## src/rtl/mux_pkg.sv

```systemverilog
// Shared definitions for the registered N:1 datapath selector.
//   MODE_DIRECT / MODE_RR : encodings of the mode input
//   slice_lo()            : low bit of source idx inside a flattened bus
package mux_pkg;

   localparam logic MODE_DIRECT = 1'b0;
   localparam logic MODE_RR     = 1'b1;

   // Source idx occupies bits [slice_lo(idx, width) +: width] of a flattened bus.
   function automatic int unsigned slice_lo(input int unsigned idx, input int unsigned width);
      return idx * width;
   endfunction

endpackage

```

## src/rtl/rr_arbiter.sv

```systemverilog
// Round-robin arbiter: combinational rotate-and-priority-encode.
//   req       in  N     request vector
//   ptr       in  SELW  index of the last granted source
//   grant     out SELW  first requesting index searching cyclically from ptr+1
//   any_grant out 1     some request is present
module rr_arbiter #(
   parameter int unsigned N    = 4,
   parameter int unsigned SELW = 2
) (
   input  logic [N-1:0]    req,
   input  logic [SELW-1:0] ptr,
   output logic [SELW-1:0] grant,
   output logic            any_grant
);

   logic [SELW-1:0] idx;

   // Lowest cyclic distance from ptr wins; later hits are ignored once found.
   always_comb begin
      grant     = '0;
      any_grant = 1'b0;
      idx       = '0;
      for (int unsigned k = 1; k <= N; k++) begin
         idx = SELW'((32'(ptr) + k) % N);
         if (!any_grant && req[idx]) begin
            grant     = idx;
            any_grant = 1'b1;
         end
      end
   end

endmodule

```

## src/rtl/mux_reg_n.sv

```systemverilog
// Registered N:1 datapath selector with valid/ready handshake.
// Picks one of N WIDTH-bit sources by explicit sel (direct mode) or by
// round-robin among valid sources, and holds it in one output register.
//   clk, reset_n        clock, async active-low reset
//   mode                0 = direct select, 1 = round-robin
//   sel                 source index for direct mode
//   in_data/in_valid    flattened sources and their valids
//   in_ready            per-source ready (at most one set, combinational)
//   out_data/out_sel    registered word and its source index
//   out_valid/out_ready output handshake
//   err_sel             registered flag for an out-of-range sel in direct mode
module mux_reg_n
   import mux_pkg::*;
#(
   parameter  int unsigned      WIDTH     = 32,
   parameter  int unsigned      N         = 4,
   parameter  logic [WIDTH-1:0] RESET_VAL = '0,
   localparam int unsigned      SELW      = $clog2(N)
) (
   input  logic                 clk,
   input  logic                 reset_n,
   input  logic                 mode,
   input  logic [SELW-1:0]      sel,
   input  logic [N*WIDTH-1:0]   in_data,
   input  logic [N-1:0]         in_valid,
   output logic [N-1:0]         in_ready,
   output logic [WIDTH-1:0]     out_data,
   output logic [SELW-1:0]      out_sel,
   output logic                 out_valid,
   input  logic                 out_ready,
   output logic                 err_sel
);

   logic [SELW-1:0]  ptr;
   logic [SELW-1:0]  grant_c;
   logic             any_grant_c;
   logic [SELW-1:0]  cand_c;
   logic             has_cand_c;
   logic             free_c;
   logic             xfer_c;
   logic             err_c;
   logic [WIDTH-1:0] data_c;

   rr_arbiter #(
      .N    (N),
      .SELW (SELW)
   ) u_arb (
      .req       (in_valid),
      .ptr       (ptr),
      .grant     (grant_c),
      .any_grant (any_grant_c)
   );

   // Candidate selection, ready generation and transfer detection.
   always_comb begin
      free_c     = ~out_valid | out_ready;
      err_c      = (mode == MODE_DIRECT) && (32'(sel) >= N);
      has_cand_c = 1'b0;
      cand_c     = '0;
      in_ready   = '0;
      data_c     = '0;
      xfer_c     = 1'b0;

      if (mode == MODE_DIRECT) begin
         has_cand_c = 32'(sel) < N;
         cand_c     = has_cand_c ? sel : '0;
      end else begin
         has_cand_c = any_grant_c;
         cand_c     = grant_c;
      end

      for (int unsigned i = 0; i < N; i++) begin
         if (cand_c == SELW'(i)) begin
            in_ready[i] = has_cand_c & free_c;
            data_c      = in_data[slice_lo(i, WIDTH) +: WIDTH];
         end
      end

      xfer_c = |(in_ready & in_valid);
   end

   // Output register, round-robin pointer and error flag.
   always_ff @(posedge clk or negedge reset_n) begin
      if (!reset_n) begin
         out_valid <= 1'b0;
         out_data  <= RESET_VAL;
         out_sel   <= '0;
         err_sel   <= 1'b0;
         ptr       <= SELW'(N - 1);
      end else begin
         err_sel <= err_c;
         if (xfer_c) begin
            out_data  <= data_c;
            out_sel   <= cand_c;
            out_valid <= 1'b1;
            if (mode == MODE_RR) begin
               ptr <= cand_c;
            end
         end else if (out_ready) begin
            out_valid <= 1'b0;
         end
      end
   end

endmodule

```

## config.mk

```make
export PLATFORM = sky130hd
export DESIGN_NAME = mux_reg_n
export DESIGN_NICKNAME = d
export VERILOG_FILES = /design/src/rtl/mux_pkg.sv /design/src/rtl/rr_arbiter.sv /design/src/rtl/mux_reg_n.sv
export SDC_FILE = /design/constraint.sdc
export NUM_CORES = 1
export LEC_CHECK = 0
export BUFFER_PORTS_ARGS = -buffer_cell sky130_fd_sc_hd__buf_2
export CAP_MARGIN = 10
export CORE_MARGIN = 4
export CORE_UTILIZATION = 43
export CTS_CLUSTER_DIAMETER = 100
export CTS_CLUSTER_SIZE = 10
export DETAILED_ROUTE_END_ITERATION = 8
export GPL_TIMING_DRIVEN = 0
export HOLD_SLACK_MARGIN = 0.02
export PLACE_DENSITY = 0.84
export SLEW_MARGIN = 20
export SYNTH_ARGS = -nofsm -noshare
export SYNTH_HDL_FRONTEND = slang
export SYNTH_SLANG_ARGS = --single-unit
```

## constraint.sdc

```tcl
create_clock -name clk -period 2.93 [get_ports clk]
set_input_delay 0.4395 -clock clk [delete_from_list [all_inputs] [get_ports clk]]
set_output_delay 0.4395 -clock clk [all_outputs]
set_load 0.02 [all_outputs]
```

==> results of run 1 <==
==> worst max-delay path by stage <==
| stage | from | to | slack [ns] | cells after the start |
|---|---|---|---|---|
| after global routing | in_valid[3] | in_ready[2] | 0.09 | 10 |
| after global placement | in_valid[3] | in_ready[2] | 0.30 | 10 |
| final | in_valid[3] | in_ready[2] | 0.25 | 10 |
| after floorplan | in_valid[3] | in_ready[0] | 0.57 | 8 |
| after CTS | in_valid[3] | in_ready[2] | 0.25 | 10 |
| after detailed placement | in_valid[3] | in_ready[2] | 0.26 | 10 |
==> synthesized netlist by cell type, types with 3 or more instances <==
master and n:
sky130_fd_sc_hd__mux2i_1 98, sky130_fd_sc_hd__dfrtp_1 35, sky130_fd_sc_hd__mux2_4 19, sky130_fd_sc_hd__mux2_2 15, sky130_fd_sc_hd__buf_6 10, sky130_fd_sc_hd__nor2_1 8
sky130_fd_sc_hd__nand2_1 6, sky130_fd_sc_hd__buf_4 5, sky130_fd_sc_hd__a21oi_1 4, sky130_fd_sc_hd__nand2b_1 4, sky130_fd_sc_hd__inv_1 3, sky130_fd_sc_hd__o21ai_0 3
==> critical path: stages <==
cell	delay (ns)
sky130_fd_sc_hd__buf_2	0.14
sky130_fd_sc_hd__or4_1	0.54
sky130_fd_sc_hd__nand2_1	0.13
sky130_fd_sc_hd__a31oi_1	0.05
sky130_fd_sc_hd__a21oi_1	0.15
sky130_fd_sc_hd__buf_4	0.23
sky130_fd_sc_hd__buf_6	0.18
sky130_fd_sc_hd__inv_1	0.08
sky130_fd_sc_hd__nor2_1	0.11
sky130_fd_sc_hd__buf_2	0.17
==> layer usage <==
layer	global-route usage (%)	vias to the layer above
met3	4.935	17
li1	-	1211
met5	0	-
met2	34.14	101
met1	22.72	1206
met4	6.593	0
==> kinds of logic (layout without fill, tap and decap cells) <==
family                 count (synthesis)  after routing  synth area share, %
AO/OA/AOI/OAI                         15             15                4.249
buffers and inverters                 20            202                6.127
flip-flops                            37             37                33.18
multiplexers                         133            133                51.70
other                                  1              1               0.1340
AND/OR/NAND/NOR                       26             26                4.606
==> flip-flops by register name, summed over array words and instances (netlist names) <==
register and flops:
out_data 32, out_sel 2, out_valid 1, ptr 2
==> per-stage QoR <==
stage                     hold slack [ns]  cells
final                              0.2468    491
after global routing               0.3125    491
after CTS                          0.2811    491
after detailed placement           0.4881    484
after global placement             0.4861    484
after floorplan                    0.1439    232
==> layout make-up <==
type | count | share of cell area (%)
multi-input cells | 175 | 43.99
flip-flops and latches | 37 | 24.05
repair buffers | 175 | 22.69
plain buffers | 17 | 4.149
well taps | 77 | 2.496
clock buffers | 6 | 2.139
inverters | 3 | 0.2917
clock inverters | 1 | 0.1945
==> power breakdown <==
group,internal (W),switching (W)
Combinational,0.000958,0.00102
Clock,0.000186,0.000176
Sequential,0.000783,0.000142
Total,0.00193,0.00134
==> out/results.tsv, run 1 <==
stage	metric	value	unit
yosys	top cells by area, synth	sky130_fd_sc_hd__mux2i_1 (35%), sky130_fd_sc_hd__dfrtp_1 (31%), sky130_fd_sc_hd__mux2_4 (10%)	
critical_path	CP required	2.49	ns
yosys	synthesized instance count	232	
clock_network	clock slew at reported path FFs	0.07	ns
floorplanning	die footprint	0.007861	mm²
global_routing	vias in the first global route	2504	
global_routing	grt total ovfl	0	
critical_path	worst reg2reg path endpoint	out_data[29]$_DFFE_PN0P_	
sta	Slew Limit Headroom	45.46	%
clock_network	hold-fix buffer count after cts	0	
critical_path	nature of the critical path startpoint	input port	
clock_network	# Post-CTS Setup Buffers	0	
drt	via-per-instance ratio	5.163	
sta	highest attainable clock frequency	0.3728	GHz
power_and_ir_drop	sum of internal, switching and leakage power	0.003266	W
critical_path	arrival time of the worst setup path	2.24	ns
critical_path	type of the worst setup path	in -> out	
sta	RSZ-0062 raised after global routing	false	
global_routing	antenna violations before repair	0	
drt	routed via count	2535	
yosys	post-synthesis instance area	0.002798	mm²
drt	routed metal-1 wirelength	3012	µm
cells_and_area	most frequent cells in the layout	sky130_fd_sc_hd__buf_2 (177), sky130_fd_sc_hd__mux2i_1 (98), sky130_fd_sc_hd__dfrtp_1 (35)	
sta	number of hold-slack violations in the final timing report	0	
run	max-cap violations	0	
cells_and_area	most common cell after layout, fill and taps aside	sky130_fd_sc_hd__buf_2	
sta	final sum of negative setup slack	0	ns
power_and_ir_drop	Static Leak	2.170	nW
clock_network	post-cts sizing count	0	
power_and_ir_drop	maximum VDD drop	0.4881	mV
critical_path	endpoint kind of the worst setup timing path	output pin	
placed_design	pre-CTS WS	0.2597	ns
power_and_ir_drop	total power density per cell area	846.2	mW/mm²
yosys	fraction of registers with async set or reset after synthesis	100.0	%
cells_and_area	design area	0.003860	mm²
clock_network	Clock Root Buffer	sky130_fd_sc_hd__clkbuf_8	
cells_and_area	ratio of cells with drive above 1 in the final layout	57.73	%
floorplanning	die outline width	88.66	µm
drt	number of design-rule violations left by the first detailed-router iteration	72	
yosys	net count after synthesis	370	
global_routing	first-pass GRT wire length	11720	µm
sta	Pins Over Slew Limit	0	
drt	detailed-routed wire length on met2	4309	µm
sta	Setup Viol. Count Final	0	
floorplanning	count of boundary I/O pins	178	
yosys	yosys warns	0	
global_routing	largest net degree at the start of global routing	38	
drt	DRC violation count after routing	0	
cells_and_area	utilization after layout	60.79	%
drt	total detailed-routing wirelength	8007	µm
min_path	Worst Hold Class	in -> async	
sta	final cycle utilization of the critical path	91.55	%
placed_design	number of buffers inserted by port buffering	175	
critical_path	number of cells on the worst reg-to-reg path	9	
floorplanning	starting density of the core	44.06	%
floorplanning	vertical die dimension	88.66	µm
drt	length of routed met3 wiring	533	µm
yosys	Main synth FF type	sky130_fd_sc_hd__dfrtp_1	
placed_design	gp weighted congestion	0.8268	
cells_and_area	number of inserted diodes	0	
sta	worst path setup slack after routing	0.2475	ns
global_routing	aggregate global-route resource usage	19.35	%
cells_and_area	area added between synthesis and finish	37.97	%
cells_and_area	number of nets in the final layout	552	
clock_network	clock insertion delay at the later pin of the skew report	0.29	ns
clock_network	number of clock buffers inserted by TritonCTS	5	
placed_design	Detailed Place HPWL	6482	µm
cells_and_area	fill cell instance count of the final layout	545	
cells_and_area	combined area of the multi-input logic cells	0.001698	mm²
sta	clock skew	0.01119	ns
cells_and_area	Register Area	928.4	µm²
placed_design	post-placement cell area	0.003770	mm²
sta	transition time at the pin with the least slew margin	0.8180	ns
yosys	Seq/Total Area, Yosys	33.18	%
yosys	dominant cell type by area after synthesis	sky130_fd_sc_hd__mux2i_1	
critical_path	worst-path fanout max	10	
floorplanning	number of rows created at floorplan	29	
drt	post-DR wirelength/cell	16.31	µm
yosys	number of enable-type register cells in the synthesized netlist	0	
outcome	result of the run	finished clean	
critical_path	register-to-register path setup slack	0.53	ns
clock_network	clock tree from TritonCTS	done	
drt	uppermost routed layer	met4	
yosys	count of different cell masters after synthesis	30	
sta	min cycle time layout	2.682	ns
drt	antenna viol nets, final	0	
yosys	fraction of post-synthesis cell area in the top cell type by area	35.06	%
yosys	Avg Synthesized Cell Area	12.06	µm²
clock_network	sink count of the clock tree	37	
clock_network	largest buffer count on any clock path	2	
drt	count of TritonRoute iterations in the first routing pass	4	
critical_path	worst reg2reg startpoint	ptr[1]$_DFFE_PN1P_	
yosys	total of flip-flops plus latches after synthesis	37	
floorplanning	Placeable Area	0.006350	mm²
clock_network	# H-tree levels	2	
Note: power is estimated with default switching activity, not from simulation.
==> run 2, diff against run 1 <==
BUFFER_PORTS_ARGS = -buffer_cell sky130_fd_sc_hd__buf_4   (was -buffer_cell sky130_fd_sc_hd__buf_2)
==> out/results.tsv, run 2 (synthesized netlist as in run 1, its figures left out) <==
stage	metric	value	unit	change
outcome	result of the run	finished clean		unchanged
floorplanning	starting density of the core	44.06	%	unchanged
critical_path	nature of the critical path startpoint	input port		unchanged
power_and_ir_drop	cell internal pwr	0.002099	W	was 0.001928 W
cells_and_area	registers with the highest flip-flop counts	out_data x32, out_sel x2, ptr x2		unchanged
drt	via-per-instance ratio	5.165		was 5.163
critical_path	CP required	2.49	ns	about the same
sta	final cycle utilization of the critical path	90.50	%	was 91.55%
sta	highest attainable clock frequency	0.3771	GHz	was 0.3728 GHz
clock_network	Clock Root Buffer	sky130_fd_sc_hd__clkbuf_8		unchanged
power_and_ir_drop	combinational group share of total power	62.9	%	was 60.6%
cells_and_area	flip-flop count of the largest register after layout	32		unchanged
min_path	Worst Hold Class	in -> async		unchanged
global_routing	aggregate global-route resource usage	20.52	%	was 19.35%
clock_network	hold-fix buffer count after cts	0		unchanged
drt	number of design-rule violations left by the first detailed-router iteration	60		was 72
sta	Setup Viol. Count Final	0		unchanged
sta	min cycle time layout	2.652	ns	was 2.682 ns
sta	clock skew	0.01200	ns	was 0.01119 ns
cells_and_area	most frequent cells in the layout	sky130_fd_sc_hd__buf_4 (180), sky130_fd_sc_hd__mux2i_1 (98), sky130_fd_sc_hd__dfrtp_1 (35)		was sky130_fd_sc_hd__buf_2 (177), sky130_fd_sc_hd__mux2i_1 (98), sky130_fd_sc_hd__dfrtp_1 (35)
cells_and_area	number of inserted diodes	0		unchanged
placed_design	gp weighted congestion	0.7515		was 0.8268
drt	post-DR wirelength/cell	16.91	µm	was 16.31 µm
clock_network	largest buffer count on any clock path	2		unchanged
run	max-cap violations	0		unchanged
cells_and_area	area added between synthesis and finish	53.49	%	was 37.97%
floorplanning	count of boundary I/O pins	178		unchanged
sta	Pins Over Slew Limit	0		unchanged
sta	final sum of negative setup slack	0	ns	unchanged
drt	count of TritonRoute iterations in the first routing pass	4		unchanged
clock_network	sink count of the clock tree	37		unchanged
sta	number of hold-slack violations in the final timing report	0		unchanged
cells_and_area	ratio of cells with drive above 1 in the final layout	57.83	%	was 57.73%
power_and_ir_drop	Net Sw Frac	39.56	%	was 40.98%
power_and_ir_drop	relative contribution of sequential cells to total power	27.0	%	was 28.3%
cells_and_area	most common cell after layout, fill and taps aside	sky130_fd_sc_hd__buf_4		was sky130_fd_sc_hd__buf_2
clock_network	clock slew at reported path FFs	0.08	ns	was 0.07 ns
clock_network	number of clock buffers inserted by TritonCTS	5		unchanged
cells_and_area	Top reg by flops	out_data		unchanged
drt	routed via count	2541		was 2535
global_routing	antenna violations before repair	0		unchanged
drt	antenna viol nets, final	0		unchanged
power_and_ir_drop	total power density per cell area	808.8	mW/mm²	was 846.2 mW/mm²
critical_path	type of the worst setup path	in -> out		unchanged
sta	RSZ-0062 raised after global routing	false		unchanged
clock_network	post-cts sizing count	0		unchanged
global_routing	first-pass GRT wire length	12450	µm	was 11720 µm
floorplanning	number of rows created at floorplan	29		unchanged
power_and_ir_drop	sum of internal, switching and leakage power	0.003473	W	was 0.003266 W
drt	total detailed-routing wirelength	8318	µm	was 8007 µm
clock_network	# H-tree levels	2		unchanged
placed_design	Detailed Place HPWL	6832	µm	was 6482 µm
floorplanning	die outline width	88.66	µm	unchanged
clock_network	clock tree from TritonCTS	done		unchanged
placed_design	number of buffers inserted by port buffering	175		unchanged
floorplanning	vertical die dimension	88.66	µm	unchanged
floorplanning	Placeable Area	0.006350	mm²	unchanged
critical_path	endpoint kind of the worst setup timing path	output pin		unchanged
global_routing	grt total ovfl	0		unchanged
floorplanning	die footprint	0.007861	mm²	unchanged
clock_network	# Post-CTS Setup Buffers	0		unchanged
critical_path	worst-path fanout max	10		unchanged
clock_network	clock insertion delay at the later pin of the skew report	0.29	ns	about the same
power_and_ir_drop	NetSw	0.001374	W	was 0.001338 W
critical_path	arrival time of the worst setup path	2.21	ns	was 2.24 ns
power_and_ir_drop	Static Leak	2.320	nW	was 2.170 nW
global_routing	largest net degree at the start of global routing	38		unchanged
power_and_ir_drop	clock network fraction of design power	10.2	%	was 11.1%
cells_and_area	number of nets in the final layout	552		unchanged
power_and_ir_drop	maximum VDD drop	0.4725	mV	was 0.4881 mV
drt	DRC violation count after routing	0		unchanged
global_routing	vias in the first global route	2726		was 2504
-- run 2: metal layers --
layer	vias up	part of all wire, %	GRT usage (%)
met2	90	55	38.12
li1	1210	-	-
met5	-	0	0
met1	1228	37	23.21
met4	0	1.9	7.143
met3	13	6.5	3.911
-- run 2: final cells by class --
type	instances	area, µm²
fillers	503	2056
repair buffers	175	1314
clock inverters	3	17.52
inverters	3	11.26
well taps	77	96.34
clock buffers	5	68.82
flip-flops and latches	37	928.4
plain buffers	17	160.2
multi-input cells	175	1698
-- run 2: power groups by stage --
| stage | clock network (W) | registers (W) | logic [W] |
|---|---|---|---|
| 6_report | 0.000353 | 0.000937 | 0.00218 |
| 5_1_grt | 0.000385 | 0.000973 | 0.00232 |
| 4_1_cts | 0.000366 | 0.000939 | 0.00221 |
| 3_5_place_dp | 0 | 0.000941 | 0.00221 |
| 3_3_place_gp | 0 | 0.000923 | 0.00217 |
| 2_1_floorplan | 0 | 0.00123 | 0.00110 |
-- run 2: critical path: stages --
cell	delay [ns]
sky130_fd_sc_hd__buf_4	0.14
sky130_fd_sc_hd__or4_1	0.55
sky130_fd_sc_hd__nand2_1	0.12
sky130_fd_sc_hd__a31oi_1	0.05
sky130_fd_sc_hd__a21oi_1	0.16
sky130_fd_sc_hd__buf_4	0.22
sky130_fd_sc_hd__buf_6	0.18
sky130_fd_sc_hd__inv_1	0.08
sky130_fd_sc_hd__nor2_1	0.12
sky130_fd_sc_hd__buf_4	0.15
-- run 2: stage by stage --
| stage | hold slack (ns) | cells | area [µm²] | worst slack, ns | utilization (%) |
|---|---|---|---|---|---|
| CTS | 0.1112 | 492 | 4294 | 0.2643 | 67.63 |
| global route | 0.1321 | 492 | 4294 | 0.1276 | 67.63 |
| finish | 0.1062 | 492 | 4294 | 0.2783 | 67.63 |
| detailed placement | 0.4312 | 484 | 4208 | 0.2785 | 66.27 |
| global placement | 0.4322 | 484 | 4208 | 0.3417 | 66.27 |
| floorplan | 0.1439 | 232 | 2798 | 0.5655 | - |
-- run 2: final timing paths --
check	from	depth (start not counted)	slack, ns	endpoint
min in group clk	out_ready	3	0.48	out_valid$_DFFE_PN0P_
worst max-delay path	in_valid[3]	10	0.28	in_ready[2]
worst min register to register	out_sel[0]$_DFFE_PN0P_	1	0.50	out_sel[0]$_DFFE_PN0P_
worst max register to register	ptr[1]$_DFFE_PN1P_	9	0.50	out_data[0]$_DFFE_PN0P_
worst min-delay path	reset_n	1	0.11	out_data[22]$_DFFE_PN0P_
max in group asynchronous	reset_n	1	2.48	ptr[1]$_DFFE_PN1P_
==> run 3, diff against run 2 <==
CORE_UTILIZATION = 28   (was 43)
PLACE_DENSITY = 0.6   (was 0.84)
SLEW_MARGIN = not set   (was 20)
==> out/results.tsv, run 3 (synthesized netlist as in run 1, its figures left out) <==
stage	metric	value	unit	change
cells_and_area	Top reg by flops	out_data		unchanged
power_and_ir_drop	total power density per cell area	792.2	mW/mm²	was 808.8 mW/mm²
critical_path	type of the worst setup path	in -> out		unchanged
outcome	result of the run	finished clean		unchanged
power_and_ir_drop	maximum VDD drop	0.2471	mV	was 0.4725 mV
floorplanning	number of rows created at floorplan	36		was 29
cells_and_area	most frequent cells in the layout	sky130_fd_sc_hd__buf_4 (180), sky130_fd_sc_hd__mux2i_1 (98), sky130_fd_sc_hd__dfrtp_1 (35)		unchanged
critical_path	worst path cell trace	buf_4, or4_1, nand2_1, a31oi_1, a21oi_1, buf_4, buf_6, inv_1, nor2_1, buf_4		unchanged
critical_path	logic depth of the worst path, buffers included	10		unchanged
cells_and_area	number of inserted diodes	0		unchanged
critical_path	CP max-delay cell	sky130_fd_sc_hd__or4_1		unchanged
clock_network	sink count of the clock tree	37		unchanged
critical_path	number of buffers and inverters on the critical path	5		unchanged
critical_path	endpoint kind of the worst setup timing path	output pin		unchanged
drt	total detailed-routing wirelength	8526	µm	was 8318 µm
placed_design	number of buffers inserted by port buffering	175		unchanged
critical_path	most numerous cell on the critical path	sky130_fd_sc_hd__buf_4		unchanged
sta	worst path setup slack after routing	0.3057	ns	was 0.2783 ns
drt	via-per-instance ratio	4.498		was 5.165
clock_network	post-cts sizing count	0		unchanged
critical_path	critical path's top delay family	buffers and inverters		was simple AND/OR/NAND/NOR gates
cells_and_area	area added between synthesis and finish	55.86	%	was 53.49%
cells_and_area	Register Area	928.4	µm²	unchanged
sta	RSZ-0062 raised after global routing	false		unchanged
clock_network	# Post-CTS Setup Buffers	0		unchanged
global_routing	vias in the first global route	2693		was 2726
clock_network	number of clock buffers inserted by TritonCTS	5		unchanged
placed_design	Detailed Place HPWL	6724	µm	was 6832 µm
power_and_ir_drop	relative contribution of sequential cells to total power	26.9	%	was 27.0%
drt	routed via count	2465		was 2541
power_and_ir_drop	combinational group share of total power	62.9	%	about the same
clock_network	clock insertion delay at the later pin of the skew report	0.29	ns	about the same
cells_and_area	registers with the highest flip-flop counts	out_data x32, out_sel x2, ptr x2		unchanged
power_and_ir_drop	cell internal pwr	0.002099	W	about the same
sta	highest attainable clock frequency	0.3811	GHz	was 0.3771 GHz
sta	final cycle utilization of the critical path	89.57	%	was 90.50%
power_and_ir_drop	Static Leak	2.321	nW	was 2.320 nW
critical_path	startpoint of the most critical setup path	in_valid[3]		unchanged
cells_and_area	ratio of cells with drive above 1 in the final layout	57.59	%	was 57.83%
floorplanning	vertical die dimension	108.0	µm	was 88.66 µm
critical_path	Slowest Stage Delay on Critical Path	0.54	ns	was 0.55 ns
placed_design	Cells after DPL	540		was 484
sta	min cycle time layout	2.624	ns	was 2.652 ns
clock_network	clock tree from TritonCTS	done		unchanged
drt	post-DR wirelength/cell	15.56	µm	was 16.91 µm
clock_network	hold-fix buffer count after cts	0		unchanged
placed_design	pre-CTS WS	0.2835	ns	was 0.2785 ns
cells_and_area	flip-flop count of the largest register after layout	32		unchanged
sta	final sum of negative setup slack	0	ns	unchanged
global_routing	antenna violations before repair	0		unchanged
placed_design	gp weighted congestion	0.7076		was 0.7515
critical_path	worst-path fanout max	10		unchanged
drt	antenna viol nets, final	0		unchanged
drt	number of design-rule violations left by the first detailed-router iteration	26		was 60
global_routing	largest net degree at the start of global routing	38		unchanged
floorplanning	count of boundary I/O pins	178		unchanged
critical_path	CP required	2.49	ns	about the same
cells_and_area	most common cell after layout, fill and taps aside	sky130_fd_sc_hd__buf_4		unchanged
critical_path	nature of the critical path startpoint	input port		unchanged
run	max-cap violations	0		unchanged
critical_path	worst reg2reg startpoint	ptr[1]$_DFFE_PN1P_		unchanged
floorplanning	die outline width	108.0	µm	was 88.66 µm
floorplanning	die footprint	0.01166	mm²	was 0.007861 mm²
power_and_ir_drop	Net Sw Frac	39.23	%	was 39.56%
power_and_ir_drop	NetSw	0.001355	W	was 0.001374 W
cells_and_area	number of nets in the final layout	552		unchanged
sta	Pins Over Slew Limit	0		unchanged
global_routing	grt total ovfl	0		unchanged
global_routing	first-pass GRT wire length	13390	µm	was 12450 µm
floorplanning	Placeable Area	0.009774	mm²	was 0.006350 mm²
clock_network	largest buffer count on any clock path	2		unchanged
sta	Setup Viol. Count Final	0		unchanged
drt	DRC violation count after routing	0		unchanged
critical_path	number of cells on the worst reg-to-reg path	8		was 9
clock_network	# H-tree levels	2		unchanged
clock_network	Clock Root Buffer	sky130_fd_sc_hd__clkbuf_8		unchanged
sta	number of hold-slack violations in the final timing report	0		unchanged
global_routing	aggregate global-route resource usage	14.40	%	was 20.52%
cells_and_area	fill cell instance count of the final layout	954		was 503
critical_path	arrival time of the worst setup path	2.18	ns	was 2.21 ns
min_path	Worst Hold Class	in -> async		unchanged
cells_and_area	combined area of the multi-input logic cells	0.001698	mm²	unchanged
drt	count of TritonRoute iterations in the first routing pass	3		was 4
sta	clock skew	0.005229	ns	was 0.01200 ns
floorplanning	starting density of the core	28.62	%	was 44.06%
power_and_ir_drop	clock network fraction of design power	10.2	%	about the same
cells_and_area	Cell Count, Final, Fillers Out	548		was 492
clock_network	clock slew at reported path FFs	0.07	ns	was 0.08 ns
## run 3: changes by cell type in the layout (fill, tap and decap cells not counted)
| cell | previous run | this run |
|---|---|---|
| sky130_fd_sc_hd__clkbuf_1 | 0 | 1 |
| sky130_fd_sc_hd__clkinvlp_4 | 1 | 0 |
## run 3: path summary, 6_finish.rpt
check,endpoint,slack [ns]
max in group asynchronous,ptr[0]$_DFFE_PN1P_,2.46
min,out_data[27]$_DFFE_PN0P_,0.12
max reg2reg,out_sel[0]$_DFFE_PN0P_,0.43
min reg2reg,out_sel[0]$_DFFE_PN0P_,0.50
min in group clk,out_sel[0]$_DFFE_PN0P_,0.50
max,in_ready[2],0.31
## run 3: layout make-up
type | count | share of cell area [%]
clock inverters | 2 | 0.2296
clock buffers | 6 | 1.664
well taps | 133 | 3.816
repair buffers | 175 | 30.13
inverters | 3 | 0.2582
plain buffers | 17 | 3.673
flip-flops and latches | 37 | 21.29
multi-input cells | 175 | 38.94
## run 3: power groups by stage
stage	combinational, W	sequential, W	clock (W)
5_1_grt	0.00232	0.000967	0.000391
2_1_floorplan	0.00110	0.00123	0
6_report	0.00217	0.000929	0.000354
3_5_place_dp	0.00221	0.000931	0
4_1_cts	0.00222	0.000930	0.000375
3_3_place_gp	0.00219	0.000925	0
## run 3: through the flow
stage,util (%),hold WS (ns),instance area [µm²],power (W)
2_1_floorplan,-,0.1439,2798,0.002327
6_report,44.61,0.1154,4360,0.003454
3_3_place_gp,43.77,0.4494,4278,0.003116
3_5_place_dp,43.77,0.4547,4278,0.003141
4_1_cts,44.61,0.1385,4360,0.003522
5_1_grt,44.61,0.1518,4360,0.003681
## run 3: worst reg2reg max path, cell delays in order (launching register included)
cell                      delay [ns]
sky130_fd_sc_hd__dfstp_2        0.51
sky130_fd_sc_hd__buf_2          0.17
sky130_fd_sc_hd__o21ai_0        0.12
sky130_fd_sc_hd__o221a_2        0.27
sky130_fd_sc_hd__o22ai_1        0.14
sky130_fd_sc_hd__nand2_1        0.17
sky130_fd_sc_hd__o22ai_4        0.43
sky130_fd_sc_hd__buf_6          0.25
sky130_fd_sc_hd__mux2_1         0.33
## run 3: layer usage
| metal | vias to the layer above | track usage (%) | part of all wire (%) |
|---|---|---|---|
| li1 | 1206 | - | - |
| met1 | 1170 | 16.77 | 40 |
| met2 | 85 | 26.64 | 53 |
| met3 | 4 | 3.761 | 6.5 |
| met4 | 0 | 2.705 | 0.54 |
| met5 | - | 0 | 0 |
